--- src/rtl/lvds_deframer.sv ---
// Three-lane LVDS receive deframer: assembles strobed dibits into bytes,
// decodes header/payload pairs and pulses the payload onto one channel.
//
// Ports:
//   clk        sole clock, lanes sampled on the rising edge
//   arst       synchronous active-high reset
//   lane_data  [2] byte strobe, [1:0] data dibit (MSB dibit first)
//   ch_data    last delivered payload byte (held between pulses)
//   ch_valid   one-hot single-cycle pulse qualifying ch_data
//   sync_err   single-cycle pulse: strobe seen mid-byte
//   hdr_err    single-cycle pulse: invalid header byte
//   err_count  saturating count of error cycles
module lvds_deframer #(
    parameter int          CH_COUNT = 3,
    parameter logic [3:0]  HDR_MARK = 4'hA
) (
    input  logic                clk,
    input  logic                arst,
    input  logic [2:0]          lane_data,
    output logic [7:0]          ch_data,
    output logic [CH_COUNT-1:0] ch_valid,
    output logic                sync_err,
    output logic                hdr_err,
    output logic [7:0]          err_count
);

    typedef enum logic {
        WAIT_HDR = 1'b0,
        WAIT_PAY = 1'b1
    } state_t;

    localparam logic [CH_COUNT-1:0] CH_ONE =
        {{(CH_COUNT-1){1'b0}}, 1'b1};

    logic       strobe;
    logic [1:0] dibit;

    assign strobe = lane_data[2];
    assign dibit  = lane_data[1:0];

    // Byte assembly state. cnt_q is the index of the next
    // expected dibit; idle_q means no byte is in progress.
    logic       idle_q,  idle_d;
    logic [1:0] cnt_q,   cnt_d;
    logic [5:0] shift_q, shift_d;
    logic [7:0] byte_q,  byte_d;
    logic       bvld_q,  bvld_d;
    logic       sync_d;

    // Frame decode and output state.
    state_t              state_q,    state_d;
    logic [1:0]          ch_q,       ch_d;
    logic [7:0]          ch_data_q,  ch_data_d;
    logic [CH_COUNT-1:0] ch_valid_q, ch_valid_d;
    logic                sync_err_q;
    logic                hdr_err_q,  hdr_err_d;
    logic [7:0]          err_q,      err_d;
    logic                hdr_ok;

    always_comb begin
        idle_d  = idle_q;
        cnt_d   = cnt_q;
        shift_d = shift_q;
        byte_d  = byte_q;
        bvld_d  = 1'b0;
        sync_d  = 1'b0;
        if (strobe) begin
            // A strobe always starts a fresh byte; when it lands on
            // a partially filled byte that byte is dropped.
            sync_d  = !idle_q && (cnt_q != 2'd0);
            shift_d = {4'b0000, dibit};
            cnt_d   = 2'd1;
            idle_d  = 1'b0;
        end else if (!idle_q) begin
            shift_d = {shift_q[3:0], dibit};
            if (cnt_q == 2'd3) begin
                byte_d = {shift_q, dibit};
                bvld_d = 1'b1;
                idle_d = 1'b1;
                cnt_d  = 2'd0;
            end else begin
                cnt_d = cnt_q + 2'd1;
            end
        end
    end

    assign hdr_ok = (byte_q[7:4] == HDR_MARK) &&
                    (32'(byte_q[1:0]) < CH_COUNT);

    always_comb begin
        state_d    = state_q;
        ch_d       = ch_q;
        ch_data_d  = ch_data_q;
        ch_valid_d = '0;
        hdr_err_d  = 1'b0;
        if (bvld_q) begin
            unique case (state_q)
                WAIT_HDR: begin
                    if (hdr_ok) begin
                        ch_d    = byte_q[1:0];
                        state_d = WAIT_PAY;
                    end else begin
                        hdr_err_d = 1'b1;
                    end
                end
                WAIT_PAY: begin
                    ch_data_d  = byte_q;
                    ch_valid_d = CH_ONE << ch_q;
                    state_d    = WAIT_HDR;
                end
                default: state_d = WAIT_HDR;
            endcase
        end
        // A resync means the next byte is a header.
        if (sync_d) begin
            state_d = WAIT_HDR;
        end
    end

    // Both error sources count as one per cycle.
    always_comb begin
        err_d = err_q;
        if ((sync_d || hdr_err_d) && (err_q != 8'hFF)) begin
            err_d = err_q + 8'd1;
        end
    end

    always_ff @(posedge clk) begin
        if (arst) begin
            idle_q     <= 1'b1;
            cnt_q      <= 2'd0;
            shift_q    <= 6'd0;
            byte_q     <= 8'd0;
            bvld_q     <= 1'b0;
            state_q    <= WAIT_HDR;
            ch_q       <= 2'd0;
            ch_data_q  <= 8'd0;
            ch_valid_q <= '0;
            sync_err_q <= 1'b0;
            hdr_err_q  <= 1'b0;
            err_q      <= 8'd0;
        end else begin
            idle_q     <= idle_d;
            cnt_q      <= cnt_d;
            shift_q    <= shift_d;
            byte_q     <= byte_d;
            bvld_q     <= bvld_d;
            state_q    <= state_d;
            ch_q       <= ch_d;
            ch_data_q  <= ch_data_d;
            ch_valid_q <= ch_valid_d;
            sync_err_q <= sync_d;
            hdr_err_q  <= hdr_err_d;
            err_q      <= err_d;
        end
    end

    assign ch_data   = ch_data_q;
    assign ch_valid  = ch_valid_q;
    assign sync_err  = sync_err_q;
    assign hdr_err   = hdr_err_q;
    assign err_count = err_q;

endmodule
--- config.mk ---
export PLATFORM = sky130hd
export DESIGN_NAME = lvds_deframer
export DESIGN_NICKNAME = d
export VERILOG_FILES = /design/src/rtl/lvds_deframer.sv
export SDC_FILE = /design/constraint.sdc
export NUM_CORES = 1
export LEC_CHECK = 0
export ABC_AREA = 0
export CAP_MARGIN = 20
export CORE_MARGIN = 2
export CORE_UTILIZATION = 50
export CTS_BUF_LIST = sky130_fd_sc_hd__clkbuf_16
export CTS_CLUSTER_SIZE = 12
export DETAILED_ROUTE_END_ITERATION = 8
export GPL_ROUTABILITY_DRIVEN = 0
export PLACE_DENSITY_LB_ADDON = 0.2
export SLEW_MARGIN = 25
export SYNTH_ARGS = -nofsm -noshare
export SYNTH_HDL_FRONTEND = slang
export SYNTH_SLANG_ARGS = --single-unit
--- constraint.sdc ---
create_clock -name clk -period 2.3 [get_ports clk]
set_input_delay 0.46 -clock clk [delete_from_list [all_inputs] [get_ports clk]]
set_output_delay 0.46 -clock clk [all_outputs]
set_load 0.02 [all_outputs]
======== Word level (Yosys, flattened, before mapping) ========
Index checks and enable logic that the tools add are counted.
word-level totals
  flip-flop bits (word level) ............. 42
  bits of input ports ..................... 5
  output and inout bits ................... 21
  logic and storage cells ................. 53
operators by class
  $add $sub $neg .......................... 2
  $lt $le $gt $ge ......................... 1
  eq/ne operators ......................... 4
  shift operators ......................... 1
  mux-type cells .......................... 14
  bitwise operators ....................... 4
  reduce and logical (&&, ||, !) cells .... 13
operators by type and width
  kind                 number
  $mux 1               10
  $add 8x1->8 const B  1
  $ne 8x8->1 const B   1
  $mux 2               3
  $reduce_and 3->1     2
  $reduce_or 3->1      2
  $eq 4x4->1 const B   1
  $not 1->1            4
  $reduce_or 2->1      2
  $logic_and 1x1->1    3
  $shl 1x2->3 const A  1
  $add 2x1->2 const B  1
  $eq 2x2->1 const B   1
  $lt 2x2->1 const B   1
  $ne 2x2->1 const B   1
  $pmux 1 s2           1
  $reduce_and 2->1     1
  $reduce_bool 2->1    1
  $logic_not 1->1      1
  $logic_or 1x1->1     1

======== Longest topological paths before layout ========
  depth in word-level cells ............... 7
  depth in mapped cells ................... 7
  mapped depth without buffers ............ 6

======== Worst setup path after synthesis ========
OpenSTA, ideal clock, no wires.
  path kind ............................... input to register
  from .................................... input port lane_data[2]
  to ...................................... register err_q[5] (netlist: err_count[5])
  library setup time ...................... 121 ps
  arrival time ............................ 1717 ps
  required time ........................... 2179 ps
  path slack .............................. 463 ps
  cell stages on the path ................. 5
  buffers on the path ..................... 1
  cell sequence ........................... buf_6 > or3b_1 > o311a_2 > nor4_1 > mux2_2
between the ends
  cells in the longest elaborated chain, start to end .. 3
ends and longest elaborated chain
  item                  RTL line  text
  from (decl)           19        input logic [2:0] lane_data,
  $mux 1                67        if (strobe) begin
  $logic_or 1x1->1      123       if ((sync_d || hdr_err_d) && (err_q != 8'hFF)) begin
  $logic_and 1x1->1     123
  to (signal assigned)  154       err_q <= err_d;
  to (decl)             57        logic [7:0] err_q, err_d;
Every way passes these cells.
A chain may end at the register's enable or synchronous reset.

======== Final worst setup path ========
Ends and elaborated chain as after synthesis.

==> flow_summary.yaml <==
setup_path:
  cp.arrival_ps: 2250
  endpoint_kind: "register"
  timing.rr.start: "cnt_q[0]"
  max_stage_delay_ps: 480
  ff2ff_path_depth: 6
  critPathSlowestCell: "clkdlybuf4s50_1"
  start_kind: "input pin"
  critical_path.cell_chain: "clkdlybuf4s50_1 > or3b_1 > o311a_2 > nor4_1 > mux2_2"
  crit_fanout: 10
  r2r_end: "err_count[5]"
  worstPathRequired_ps: 2470
  crit_type: "in2reg"
  rrSetupSlack_ps: 250
pwr:
  power.density_nw_per_um2: 733
  p_leak_uw: 0.000771
  ir_drop_v: 0.000324
finish:
  layout-drive-gt1-share_pct: 7.32
  multi_input_area_sq_um: 758
  final_nets: 212
  seq_area_sq_um: 841
  num_antenna_cells: 0
  syn_to_final_growth_pct: 27.0
  fill_cells: 280
routing:
  route.vias.total: 1366
  routed_wl_um: 3480
  drt-wirelength-per-cell_um: 13.9
  viasPerCell: 5.44
  first_iter_violations: 69
  firstDrtPassIters: 5
  drtAntennaViolNets: 0
  drc: 0
timing:
  tightest_slew_ps: 449
  period_share_pct: 90.5
  slew_headroom_pct: 70.0
  max_freq_ghz: 0.480
  holdWs_ps: 457
  finalWorstSetupSlack_ps: 219
  grt_setup_unrepaired: "no"
  setup_viol: 0
  fin_skew_ps: 1.79
  setup_tns_ps: 0
  hold_viol_final: 0
  period_needed_ps: 2080
  maxSlewViolCount: 0
floorplan:
  die_w_um: 62.0
  core_sq_um: 3280
  fp-row-count: 21
  initial_core_util_pct: 51.1
  die_h_um: 62.0
  io_pins: 26
  fp.dieArea_sq_um: 3840
hold_path:
  whs_path_depth: 2
  hp-start: "ch_data[0]"
  hold_path.class: "reg2reg"
  min_to: "ch_data[0]"
synth:
  avgSynthCellArea_sq_um: 9.43
  yosysWarnings: 0
  synth_area_leaders: "dfxtp_1 50%, mux2i_1 11%, a21oi_1 4.5%, nand3_1 3.9%, nor2_1 3.8%"
  synth_edf_count: 0
  synthFlopType: "dfxtp_1"
  synth_top_area_cell: "dfxtp_1"
  syn_inst: 178
  ys_seq_area_share_pct: 50.1
  yosysMostFrequentCell: "dfxtp_1"
  syn-num-nets: 186
  syn_area_sq_um: 1680
  async_flop_share_pct: 0
  synth_seq_cells: 42
  synth_top_area_share_pct: 50.1
  netlist_top_cells_count: "42 x dfxtp_1, 18 x mux2i_1, 17 x nor2_1"
  synth_cell_types: 32
place:
  dp_hpwl_um: 2490
  post-place-ws_ps: -62.1
  port-buffer-count: 25
clock_network:
  cts_num_sinks: 42
  cts_tree: "yes"
  post_cts_resize_count: 0
  cts_made_buffers: 5
  root_buffer: "clkbuf_16"
  ctsHtreeMaxLevel: 2
  cts.hold.buffers_added: 0
  cts_buffer_depth: 2
  clkSlewWorstSetupHoldPaths_ps: 50
  clock_latency_ps: 280
  post_cts_buffers: 0
global_route:
  globalRouteOverflowTotal: 0
  grt_antenna_before_repair: 0
  track_usage_pct: 20.1
  grt_start_max_net_pins: 27
  grt_pass1_vias: 1316
  grt_first_pass_wirelength_um: 5640
status:
  outcome: "completed"
run:
  max_cap_violations: 0
[registers in the layout (all words and copies together) (netlist names)]
signal,flops
bvld_q,1
byte_q,8
ch_data,8
ch_q,2
ch_valid,3
cnt_q,2
err_count,8
hdr_err,1
idle_q,1
shift_q,6
state_q,1
sync_err,1
[kinds of logic after synthesis]
kind of cell / count (synthesis) / synth area share [%]
buf+inv: 17 / 4.77
simple gates: 71 / 22.2
compound gates: 26 / 9.31
flops: 42 / 50.1
fa+ha+maj: 3 / 2.24
mux: 19 / 11.4
[worst max-delay path: cells and delay by family]
family / cells / cell delay (ps)
simple gates: 2 / 730
mux: 1 / 370
compound gates: 1 / 200
buf+inv: 1 / 480
[worst max-delay path by stage]
stage,start,to,slack (ps),cells after the start
final,lane_data[2],err_count[5],220,5
after global routing,lane_data[2],err_count[5],200,5
after CTS,lane_data[2],err_count[5],230,5
after detailed placement,lane_data[2],err_count[5],-60,5
after global placement,lane_data[2],err_count[5],4,5
after floorplan,lane_data[2],err_count[5],460,5
[cell usage in the layout (no fill, tap or decap), types with 5 or more instances in the layout]
cell type / instances
mux2i_1: 18
nand2_1: 13
inv_1: 7
clkbuf_16: 5
a21oi_1: 15
nor2_1: 17
nand3_1: 13
clkdlybuf4s50_1: 25
buf_4: 6
nor3_1: 5
dfxtp_1: 42
[metrics by stage]
step | total power, uW | instances | instance area [sq um] | util, %
finish | 1560 | 251 | 2130 | 65.0
global route | 1620 | 251 | 2130 | 65.0
CTS | 1580 | 251 | 2130 | 65.0
detailed placement | 818 | 243 | 1970 | 60.0
global placement | 815 | 243 | 1970 | 60.0
floorplan | 798 | 178 | 1680 | -
[layout make-up]
cell class / count / share of cell area (%)
sequential: 42 / 39.4
multi-input combinational: 119 / 35.5
timing repair buffer: 31 / 13.8
clock buffer: 5 / 5.87
tap: 46 / 2.70
clock inverter: 3 / 1.76
inverter: 5 / 0.880
[where the power goes]
part / internal, uW / leakage [uW] / switching, uW
clock network: 503 / 0.0000864 / 258
registers: 735 / 0.000340 / 10.8
logic: 27.0 / 0.000345 / 29.2
[routing by layer]
| metal | track usage [%] | share of wire [%] |
|---|---|---|
| met2 | 33.3 | 51 |
| met4 | 10.3 | 1.5 |
| met3 | 6.00 | 3.0 |
| met5 | 0 | 0 |
| met1 | 23.4 | 44 |
No activity file was read; power rests on OpenSTA's default activity.
